### config.mk
export PLATFORM = sky130hd
export DESIGN_NAME = alu_multicycle
export DESIGN_NICKNAME = d
export VERILOG_FILES = /design/src/rtl/alu_pkg.sv /design/src/rtl/alu_mul_iter.sv /design/src/rtl/alu_multicycle.sv
export SDC_FILE = /design/constraint.sdc
export NUM_CORES = 1
export LEC_CHECK = 0
export CAP_MARGIN = 20
export CORE_MARGIN = 5
export CORE_UTILIZATION = 47
export DETAILED_ROUTE_END_ITERATION = 12
export DONT_BUFFER_PORTS = 1
export GPL_TIMING_DRIVEN = 1
export MAX_ROUTING_LAYER = met4
export SLEW_MARGIN = 20
export SYNTH_ARGS = -nofsm -noshare
export SYNTH_HDL_FRONTEND = slang
export SYNTH_SLANG_ARGS = --single-unit
### constraint.sdc
create_clock -name Clock -period 3.4 [get_ports Clock]
set_clock_uncertainty 0.15 [all_clocks]
set_input_delay 0.68 -clock Clock [delete_from_list [all_inputs] [get_ports Clock]]
set_output_delay 0.68 -clock Clock [all_outputs]
set_load 0.05 [all_outputs]
### src/rtl/alu_pkg.sv
// Shared opcode encodings and FSM state type for the registered multi-cycle ALU.
package alu_pkg;

   localparam logic [2:0] ALU_AND = 3'b000;
   localparam logic [2:0] ALU_SLT = 3'b001;
   localparam logic [2:0] ALU_OR  = 3'b010;
   localparam logic [2:0] ALU_XOR = 3'b011;
   localparam logic [2:0] ALU_ADD = 3'b100;
   localparam logic [2:0] ALU_SLL = 3'b101;
   localparam logic [2:0] ALU_SRL = 3'b110;
   localparam logic [2:0] ALU_MUL = 3'b111;

   typedef enum logic {
      ST_IDLE = 1'b0,
      ST_BUSY = 1'b1
   } state_t;

endpackage

### src/rtl/alu_mul_iter.sv
// Iterative unsigned shift-add multiplier: consumes MUL_STEP multiplier bits per cycle.
// o_done is high during the final step; o_prod is then the complete 2*WIDTH product.
module alu_mul_iter
   import alu_pkg::*;
#(
   parameter int unsigned WIDTH    = 16,
   parameter int unsigned MUL_STEP = 1
) (
   input  logic                 i_clk,
   input  logic                 i_rst_n,
   input  logic                 i_start,
   input  logic [WIDTH-1:0]     i_a,
   input  logic [WIDTH-1:0]     i_b,
   output logic                 o_done,
   output logic [2*WIDTH-1:0]   o_prod
);

   localparam int unsigned CNT_W = $clog2(WIDTH) + 1;
   localparam logic [CNT_W-1:0] CNT_LAST = CNT_W'(WIDTH / MUL_STEP - 1);

   logic                 r_busy;
   logic [CNT_W-1:0]     r_cnt;
   logic [2*WIDTH-1:0]   r_mcand;
   logic [2*WIDTH-1:0]   r_acc;
   logic [WIDTH-1:0]     r_mplier;
   logic [2*WIDTH-1:0]   w_pp;

   always_comb begin
      w_pp = '0;
      for (int unsigned j = 0; j < MUL_STEP; j++) begin
         if (r_mplier[j]) w_pp = w_pp + (r_mcand << j);
      end
   end

   always_ff @(posedge i_clk or negedge i_rst_n) begin
      if (!i_rst_n) begin
         r_busy   <= 1'b0;
         r_cnt    <= '0;
         r_mcand  <= '0;
         r_acc    <= '0;
         r_mplier <= '0;
      end else if (i_start) begin
         r_busy   <= 1'b1;
         r_cnt    <= CNT_LAST;
         r_acc    <= '0;
         r_mcand  <= {{WIDTH{1'b0}}, i_a};
         r_mplier <= i_b;
      end else if (r_busy) begin
         r_acc    <= r_acc + w_pp;
         r_mcand  <= r_mcand << MUL_STEP;
         r_mplier <= r_mplier >> MUL_STEP;
         r_cnt    <= r_cnt - CNT_W'(1);
         if (r_cnt == '0) r_busy <= 1'b0;
      end
   end

   assign o_done = r_busy && (r_cnt == '0);
   assign o_prod = r_acc + w_pp;

endmodule

### src/rtl/alu_multicycle.sv
// Registered ALU with valid/ready on both sides; single-cycle ops complete in one
// cycle, MUL is delegated to the iterative multiplier while the FSM sits in BUSY.
module alu_multicycle
   import alu_pkg::*;
#(
   parameter int unsigned WIDTH    = 16,
   parameter int unsigned MUL_STEP = 1
) (
   input  logic              Clock,
   input  logic              ResetN,
   input  logic              InValid,
   output logic              InReady,
   input  logic [WIDTH-1:0]  A,
   input  logic [WIDTH-1:0]  B,
   input  logic              BNegate,
   input  logic [2:0]        ALUCtrl,
   output logic              OutValid,
   input  logic              OutReady,
   output logic [WIDTH-1:0]  REZ,
   output logic              Zero,
   output logic              Overflow,
   output logic              CarryOut
);

   localparam int unsigned SH_W = $clog2(WIDTH);

   if ((WIDTH < 4) || ((WIDTH & (WIDTH - 1)) != 0)) begin : g_bad_width
      $error("alu_multicycle: WIDTH must be a power of 2 and >= 4");
   end
   if (((MUL_STEP != 1) && (MUL_STEP != 2) && (MUL_STEP != 4)) || ((WIDTH % MUL_STEP) != 0)) begin : g_bad_step
      $error("alu_multicycle: MUL_STEP must be 1, 2 or 4 and divide WIDTH");
   end

   state_t                r_state, w_state_next;
   logic                  r_out_valid, r_zero, r_ovf, r_carry;
   logic [WIDTH-1:0]      r_rez;

   logic                  w_accept, w_mul_start, w_load_alu, w_load_mul, w_mul_done;
   logic [2*WIDTH-1:0]    w_mul_prod;
   logic [WIDTH-1:0]      w_b_eff, w_sum, w_sub, w_res;
   logic                  w_sum_c, w_add_ovf, w_sub_ovf, w_slt, w_res_c, w_res_o;
   logic [SH_W-1:0]       w_shamt;
   logic [WIDTH:0]        w_sll_ext, w_srl_ext;
   logic signed [WIDTH:0] w_sra_ext;

   assign w_b_eff             = BNegate ? ~B : B;
   assign {w_sum_c, w_sum}    = {1'b0, A} + {1'b0, w_b_eff} + {{WIDTH{1'b0}}, BNegate};
   assign w_add_ovf           = (A[WIDTH-1] == w_b_eff[WIDTH-1]) && (w_sum[WIDTH-1] != A[WIDTH-1]);
   assign w_sub               = A - B;
   assign w_sub_ovf           = (A[WIDTH-1] != B[WIDTH-1]) && (w_sub[WIDTH-1] != A[WIDTH-1]);
   assign w_slt               = w_sub[WIDTH-1] ^ w_sub_ovf;

   // One guard bit catches the last bit shifted out; it stays 0 for amount 0.
   assign w_shamt   = B[SH_W-1:0];
   assign w_sll_ext = {1'b0, A} << w_shamt;
   assign w_srl_ext = {A, 1'b0} >> w_shamt;
   assign w_sra_ext = $signed({A, 1'b0}) >>> w_shamt;

   always_comb begin
      w_res   = '0;
      w_res_c = 1'b0;
      w_res_o = 1'b0;
      case (ALUCtrl)
         ALU_AND: w_res = A & B;
         ALU_SLT: w_res = {{(WIDTH-1){1'b0}}, w_slt};
         ALU_OR:  w_res = A | B;
         ALU_XOR: w_res = A ^ B;
         ALU_ADD: begin
            w_res   = w_sum;
            w_res_c = w_sum_c;
            w_res_o = w_add_ovf;
         end
         ALU_SLL: begin
            w_res   = w_sll_ext[WIDTH-1:0];
            w_res_c = w_sll_ext[WIDTH];
         end
         ALU_SRL: begin
            if (BNegate) begin
               w_res   = w_sra_ext[WIDTH:1];
               w_res_c = w_sra_ext[0];
            end else begin
               w_res   = w_srl_ext[WIDTH:1];
               w_res_c = w_srl_ext[0];
            end
         end
         default: ;
      endcase
   end

   always_ff @(posedge Clock or negedge ResetN) begin
      if (!ResetN) r_state <= ST_IDLE;
      else         r_state <= w_state_next;
   end

   always_comb begin
      w_state_next = r_state;
      case (r_state)
         ST_IDLE: if (w_mul_start) w_state_next = ST_BUSY;
         ST_BUSY: if (w_mul_done)  w_state_next = ST_IDLE;
         default: w_state_next = ST_IDLE;
      endcase
   end

   always_comb begin
      InReady     = ResetN && (r_state == ST_IDLE) && (!r_out_valid || OutReady);
      w_accept    = InValid && InReady;
      w_mul_start = w_accept && (ALUCtrl == ALU_MUL);
      w_load_alu  = w_accept && (ALUCtrl != ALU_MUL);
      w_load_mul  = (r_state == ST_BUSY) && w_mul_done;
   end

   alu_mul_iter #(
      .WIDTH    (WIDTH),
      .MUL_STEP (MUL_STEP)
   ) u_mul (
      .i_clk   (Clock),
      .i_rst_n (ResetN),
      .i_start (w_mul_start),
      .i_a     (A),
      .i_b     (B),
      .o_done  (w_mul_done),
      .o_prod  (w_mul_prod)
   );

   always_ff @(posedge Clock or negedge ResetN) begin
      if (!ResetN) begin
         r_out_valid <= 1'b0;
         r_rez       <= '0;
         r_zero      <= 1'b0;
         r_ovf       <= 1'b0;
         r_carry     <= 1'b0;
      end else if (w_load_alu) begin
         r_out_valid <= 1'b1;
         r_rez       <= w_res;
         r_zero      <= (w_res == '0);
         r_ovf       <= w_res_o;
         r_carry     <= w_res_c;
      end else if (w_load_mul) begin
         r_out_valid <= 1'b1;
         r_rez       <= w_mul_prod[WIDTH-1:0];
         r_zero      <= (w_mul_prod[WIDTH-1:0] == '0);
         r_ovf       <= 1'b0;
         r_carry     <= |w_mul_prod[2*WIDTH-1:WIDTH];
      end else if (w_accept || (r_out_valid && OutReady)) begin
         r_out_valid <= 1'b0;
      end
   end

   assign OutValid = r_out_valid;
   assign REZ      = r_rez;
   assign Zero     = r_zero;
   assign Overflow = r_ovf;
   assign CarryOut = r_carry;

endmodule

# Word level (Yosys, flattened, before mapping)
# Index checks and enable logic that the tools add are counted.
[word_totals] ff_bits=107 input_bits=40 output_inout_bits=21 word_cells=90
[classes] n_addsub=5 n_eq_ne=12 n_shift=3 muxes=32 bitwise=6 reduce_logical=21
[ops] op="32-bit 2-to-1 mux" n=5
[ops] op="16-bit one-hot mux with 7 select lines" n=1
[ops] op="16-bit 2-to-1 mux" n=6
[ops] op="32-bit adder" n=1
[ops] op="16-bit zero test" n=2
[ops] op="16-bit by 16-bit adder with 17-bit output" n=1
[ops] op="17-bit by 1-bit adder with 17-bit output" n=1
[ops] op="16-bit by 4-bit << shifter with 17-bit output" n=1
[ops] op="17-bit by 4-bit >> shifter with 17-bit output" n=1
[ops] op="17-bit by 4-bit >>> shifter with 17-bit output" n=1
[ops] op="16-bit AND" n=1
[ops] op="1-bit 2-to-1 mux" n=16
[ops] op="16-bit inverter" n=1
[ops] op="16-bit bitwise OR" n=1
[ops] op="16-bit OR reduction" n=1
[ops] op="16-bit subtractor" n=1
[ops] op="16-bit XOR" n=1
[ops] op="3-bit equality test, second input constant" n=4
[ops] op="1-bit logical AND" n=10
[ops] op="5-bit 2-to-1 mux" n=2
[ops] op="3-bit by 2-bit equality test with 1-bit output, second input constant" n=2
[ops] op="5-bit zero test" n=1
[ops] op="5-bit by 1-bit subtractor with 5-bit output, second input constant" n=1
[ops] op="2-bit nonzero test" n=2
[ops] op="12 further kinds" n=15

# Depth between registers and ports, before layout
[logic_depth] depth_word=8 mapped_depth=24 ltp_nobuf=21

# Hierarchy
# From an unflattened synthesis, not the netlist that was laid out.
[unflattened] hier_cells=1312 area_unflattened_um2=10901.7
[by_module_without_submodules] mod="alu_mul_iter" instances=1 cells_each=616 area_per_inst_um2=5627.9 seq_area_each_um2=2152.1
[by_module_without_submodules] mod="alu_multicycle" instances=1 cells_each=696 area_per_inst_um2=5273.8 seq_area_each_um2=525.5

# Worst setup path before layout
# Ideal clock, no wire load.
[synth_timing] kind="input to register" from="input B[1]" to="register r_zero, in the netlist Zero" setup_ns=0.069 arrival_time_ns=5.423 required_time_ns=3.181 setup_slack_ns=-2.242 cell_stages=24 n_path_buf=3 path_cell_list="buf_2 clkinv_1 buf_2 buf_2 ha_1 o21bai_1 a21oi_1 o21bai_1 a21oi_1 o21bai_1 a21oi_1 o21bai_1 a21oi_1 o21ai_0 a211oi_1 fa_1 a211oi_1 a211oi_1 nor4_1 or4b_1 or4_1 or4_1 or4_1 nand3_1"
[synth_between] elab_chain_len=7 word_cells_on_any_way=18 classes_between="add/sub: 3; eq/ne: 1; shift: 3; mux: 4; bitwise: 5; reduce/logical: 2"
[synth_lines] item="from (decl)" line_no="alu_multicycle.sv:14" rtl="input logic [WIDTH-1:0] B,"
[synth_lines] item="16-bit inverter or 16-bit subtractor (tied branches)" line_no="alu_multicycle.sv:46, alu_multicycle.sv:49"
[synth_lines] item="16-bit 2-to-1 mux or 1-bit inequality test (tied branches)" line_no="alu_multicycle.sv:46, alu_multicycle.sv:50"
[synth_lines] item="16-bit by 16-bit adder with 17-bit output or 1-bit logical AND (tied branches)" line_no="alu_multicycle.sv:47, alu_multicycle.sv:50"
[synth_lines] item="17-bit by 1-bit adder with 17-bit output or 1-bit XOR (tied branches)" line_no="alu_multicycle.sv:47, alu_multicycle.sv:51"
[synth_lines] item="16-bit one-hot mux with 7 select lines (*)" line_no="alu_multicycle.sv:63" rtl="case (ALUCtrl)"
[synth_lines] item="16-bit zero test (*)" line_no="alu_multicycle.sv:135" rtl="r_zero <= (w_res == '0);"
[synth_lines] item="1-bit 2-to-1 mux (*)" line_no="alu_multicycle.sv:132" rtl="end else if (w_load_alu) begin"
[synth_lines] item="to (signal assigned)" line_no="alu_multicycle.sv:135"
[synth_lines] item="to (signal assigned)" line_no="alu_multicycle.sv:141" rtl="r_zero <= (w_mul_prod[WIDTH-1:0] == '0);"
[synth_lines] item="to (decl)" line_no="alu_multicycle.sv:35" rtl="logic r_out_valid, r_zero, r_ovf, r_carry;"
# Every way passes the cells marked *; elsewhere a longest branch is shown, timed or not.
# A chain may end at the register's enable or synchronous reset.

# Worst setup path after layout
[layout_timing] from="input B[2]" to="register r_zero, in the netlist Zero"
# Same word-level chain as after synthesis.

==> run metrics <==
outcome finished with violations; failing checks negative setup slack; Post-synth EDFFs 0; GRT Total Usage 0.288; final global-route overflow total 0; crit path launch B[2]; vias in the first global route 10433; pwr/cell area 568 nW/um2; final hold viol count 0; async set-reset flop share out of synthesis 1.00; Max-Cap Viols 0; mapped cell area 10500 um2; CP Capture Point Zero; H-tree Lvls 3; Max VDD drop 0.368 mV; die area 25500 um2; final worst slack -1.46 ns; Hold Slack 0.0670 ns; initial antenna violation count 0; maximum net fanout on the critical path 34; Routed Antenna Nets 0; Crit Path Category in -> reg; Final Non-Filler Cells 1800; dpl cells 1770; CP Capture Type flip-flop; Final Wtd Congestion 0.992; final setup vio count 6; RSZ-0062 raised after global routing true; sequential fraction of the synthesis area 0.255; compound-gate portion of the synthesized area 0.215; Core Rows 54; worst skew pair latency 0.36 ns; commonest non-fill, non-tap cell in the layout buf_4; cts bufs inserted 9; Worst-path clk slew 0.08 ns; overall power 7.85 mW; IO buf count 0; drt first-iter violations 845; synth-to-layout area growth 31.5%; Startpoint Class input port; post-layout min period 4.86 ns; WL/cell 20.5 um; largest family of logic cells by synthesized area compound AO/OA/AOI/OAI gates; Post-Synth Simple-Gate Area 0.182; Worst R2R Path Depth 15; Synth Area in XOR/XNOR 0.0425; drt via density 5.96; CP required 3.54 ns; mux cell area share after synthesis 0.133; #FFs+latches synth 107; Die X 160 um; hpwl dp 27.5 mm; largest net degree at the start of global routing 110; Die H 160 um; Tcrit/Tclk final 1.43; core area 22000 um2; Nets 1657; synth unique cells 72; Slew HR 0.396; min-delay worst type in -> async; first-pass GRT wire length 57.3 mm; Root Driver clkbuf_16; final routed DRC violation total 0; Peak Freq 206 MHz; Mapped Nets 1415; Starting Density 0.479; Pleak 6.72 nW; Syn Inst Count 1273; fin util 0.630; ANT cells 0; layout cell share with drive strength beyond 1 0.284; CP Data Arrival Time 5.00 ns; dominant synthesized flop cell dfrtp_1; Post-Synth Adder-Cell Area 0.124; Top Ports 61; # clock sinks 107; R2R Path End CarryOut; worst-margin pin slew 0.906 ns; setup slack, reg-to-reg -0.27 ns; Avg Inst Size Synth 8.26 um2; DR vias 10724; fin. max-slew vios 0; CTS tree built; Initial DRT Pass Iterations 5; Warnings, synthesis 0; clk buf depth 2; most frequent cells in the layout buf_4, nor2_1, nand2_1, dfrtp_1, mux2i_1; worst r2r src u_mul.r_mplier[0]; drt total wl 36.8 mm
[power by group]
part	internal [mW]	leakage (nW)	total, mW	switching [mW]
clock	0.518	0.139	1.06	0.537
sequential	1.79	1.38	2.48	0.693
combinational	2.11	5.20	4.32	2.21
[cells in the mapped netlist (4+ instances only)]
| master | count | area share |
|---|---|---|
| a22oi_1 | 19 | 0.014 |
| buf_1 | 10 | 0.0036 |
| a21o_1 | 21 | 0.015 |
| a22o_1 | 7 | 0.0058 |
| mux2_2 | 9 | 0.0096 |
| a2111oi_0 | 7 | 0.0058 |
| clkbuf_1 | 57 | 0.020 |
| nand2_1 | 124 | 0.044 |
| o21a_1 | 7 | 0.0050 |
| nor3_1 | 25 | 0.012 |
| mux2i_1 | 106 | 0.10 |
| nor4_1 | 5 | 0.0030 |
| a211oi_1 | 16 | 0.011 |
| a31oi_1 | 9 | 0.0054 |
| ha_1 | 99 | 0.12 |
| xor2_1 | 27 | 0.022 |
| nor2b_1 | 7 | 0.0042 |
| inv_1 | 53 | 0.019 |
| and3_1 | 6 | 0.0036 |
| or4_1 | 5 | 0.0036 |
| xnor2_1 | 24 | 0.020 |
| o31ai_1 | 4 | 0.0029 |
| o221ai_1 | 6 | 0.0050 |
| o211ai_1 | 13 | 0.0093 |
| mux4_2 | 10 | 0.021 |
| nand3_1 | 21 | 0.010 |
| nor2_1 | 127 | 0.045 |
| o22ai_1 | 5 | 0.0030 |
| and4_1 | 4 | 0.0033 |
| buf_2 | 4 | 0.0019 |
| a211o_1 | 7 | 0.0058 |
| a21oi_1 | 88 | 0.042 |
| dfrtp_1 | 107 | 0.25 |
| or3_1 | 8 | 0.0048 |
| and2_1 | 39 | 0.023 |
| a221o_1 | 9 | 0.0086 |
| o21ai_0 | 96 | 0.046 |
| nand4_1 | 13 | 0.0077 |
| o21bai_1 | 5 | 0.0036 |
| nand2b_1 | 9 | 0.0054 |
[kinds of logic (layout without fill, tap and decap cells)]
family / after synthesis / after routing
simple gates: 408 / 408
buf+inv: 129 / 376
xor+xnor: 51 / 51
fa+ha+maj: 102 / 102
mux: 126 / 126
compound gates: 350 / 350
flops: 107 / 107
[per-stage QoR]
stage | TNS, ns | setup WS, ns | instance area [um2]
after floorplan | -4.60 | -1.76 | 10600
after global placement | -6.75 | -1.89 | 12800
after detailed placement | -7.04 | -2.01 | 12800
after CTS | -2.32 | -1.49 | 13500
after global routing | -3.15 | -1.68 | 13800
final | -2.01 | -1.46 | 13800
[repair_timing]
item | in CTS | in global routing
resized for setup | 63 | 64
hold buffers | 1 | 0
pin swaps | 40 | 41
hold endpoints to repair | 107 | 0
buffers inserted | 16 | 10
endpoints found under the setup margin | 13 | 17
[per-layer routing]
| layer | up-vias | global-route usage | part of all wire |
|---|---|---|---|
| li1 | 5092 | - | - |
| met1 | 5179 | 0.379 | 0.44 |
| met2 | 387 | 0.460 | 0.47 |
| met3 | 66 | 0.0450 | 0.068 |
| met4 | 0 | 0.0840 | 0.025 |
| met5 | - | - | 0 |
[flip-flops by register name, indices dropped and copies added (netlist names)]
signal,flops
REZ,16
u_mul.r_acc,32
CarryOut,1
OutValid,1
r_state,1
Overflow,1
u_mul.r_mcand,32
u_mul.r_mplier,16
u_mul.r_busy,1
Zero,1
u_mul.r_cnt,5
[how the worst min path moves through the flow]
| stage | end | from | slack (ns) |
|---|---|---|---|
| floorplan | CarryOut | ResetN | 0.23 |
| detailed placement | u_mul.r_acc[4] | ResetN | 0.24 |
| finish | u_mul.r_acc[3] | ResetN | 0.07 |
| CTS | u_mul.r_acc[3] | ResetN | 0.11 |
| global placement | u_mul.r_acc[3] | ResetN | 0.24 |
| global route | u_mul.r_acc[2] | ResetN | 0.11 |
[final cells by class]
type	instances	area, um2
Clock buffer	9	225
Fill cell	1913	8130
Multi-Input combinational cell	1037	7910
Inverter	56	231
Clock inverter	7	71.3
Sequential cell	107	2680
Timing Repair Buffer	304	2360
Tap cell	280	350
[worst max-delay path, stage by stage]
cell and delay [ns]:
clkinv_2 0.04, ha_1 0.27, inv_1 0.07, a21oi_1 0.07, o21bai_1 0.22, a21oi_1 0.11
o21bai_1 0.15, a21oi_1 0.09, o21bai_1 0.15, a21oi_1 0.08, o21ai_1 0.19, a211oi_2 0.14
fa_2 0.38, a211oi_2 0.21, a211oi_2 0.07, nor4_2 0.25, or4b_1 0.45, or4_1 0.40
or4_1 0.48, or4_1 0.40, nand3_1 0.08
Note: power is estimated with default switching activity, not from simulation.
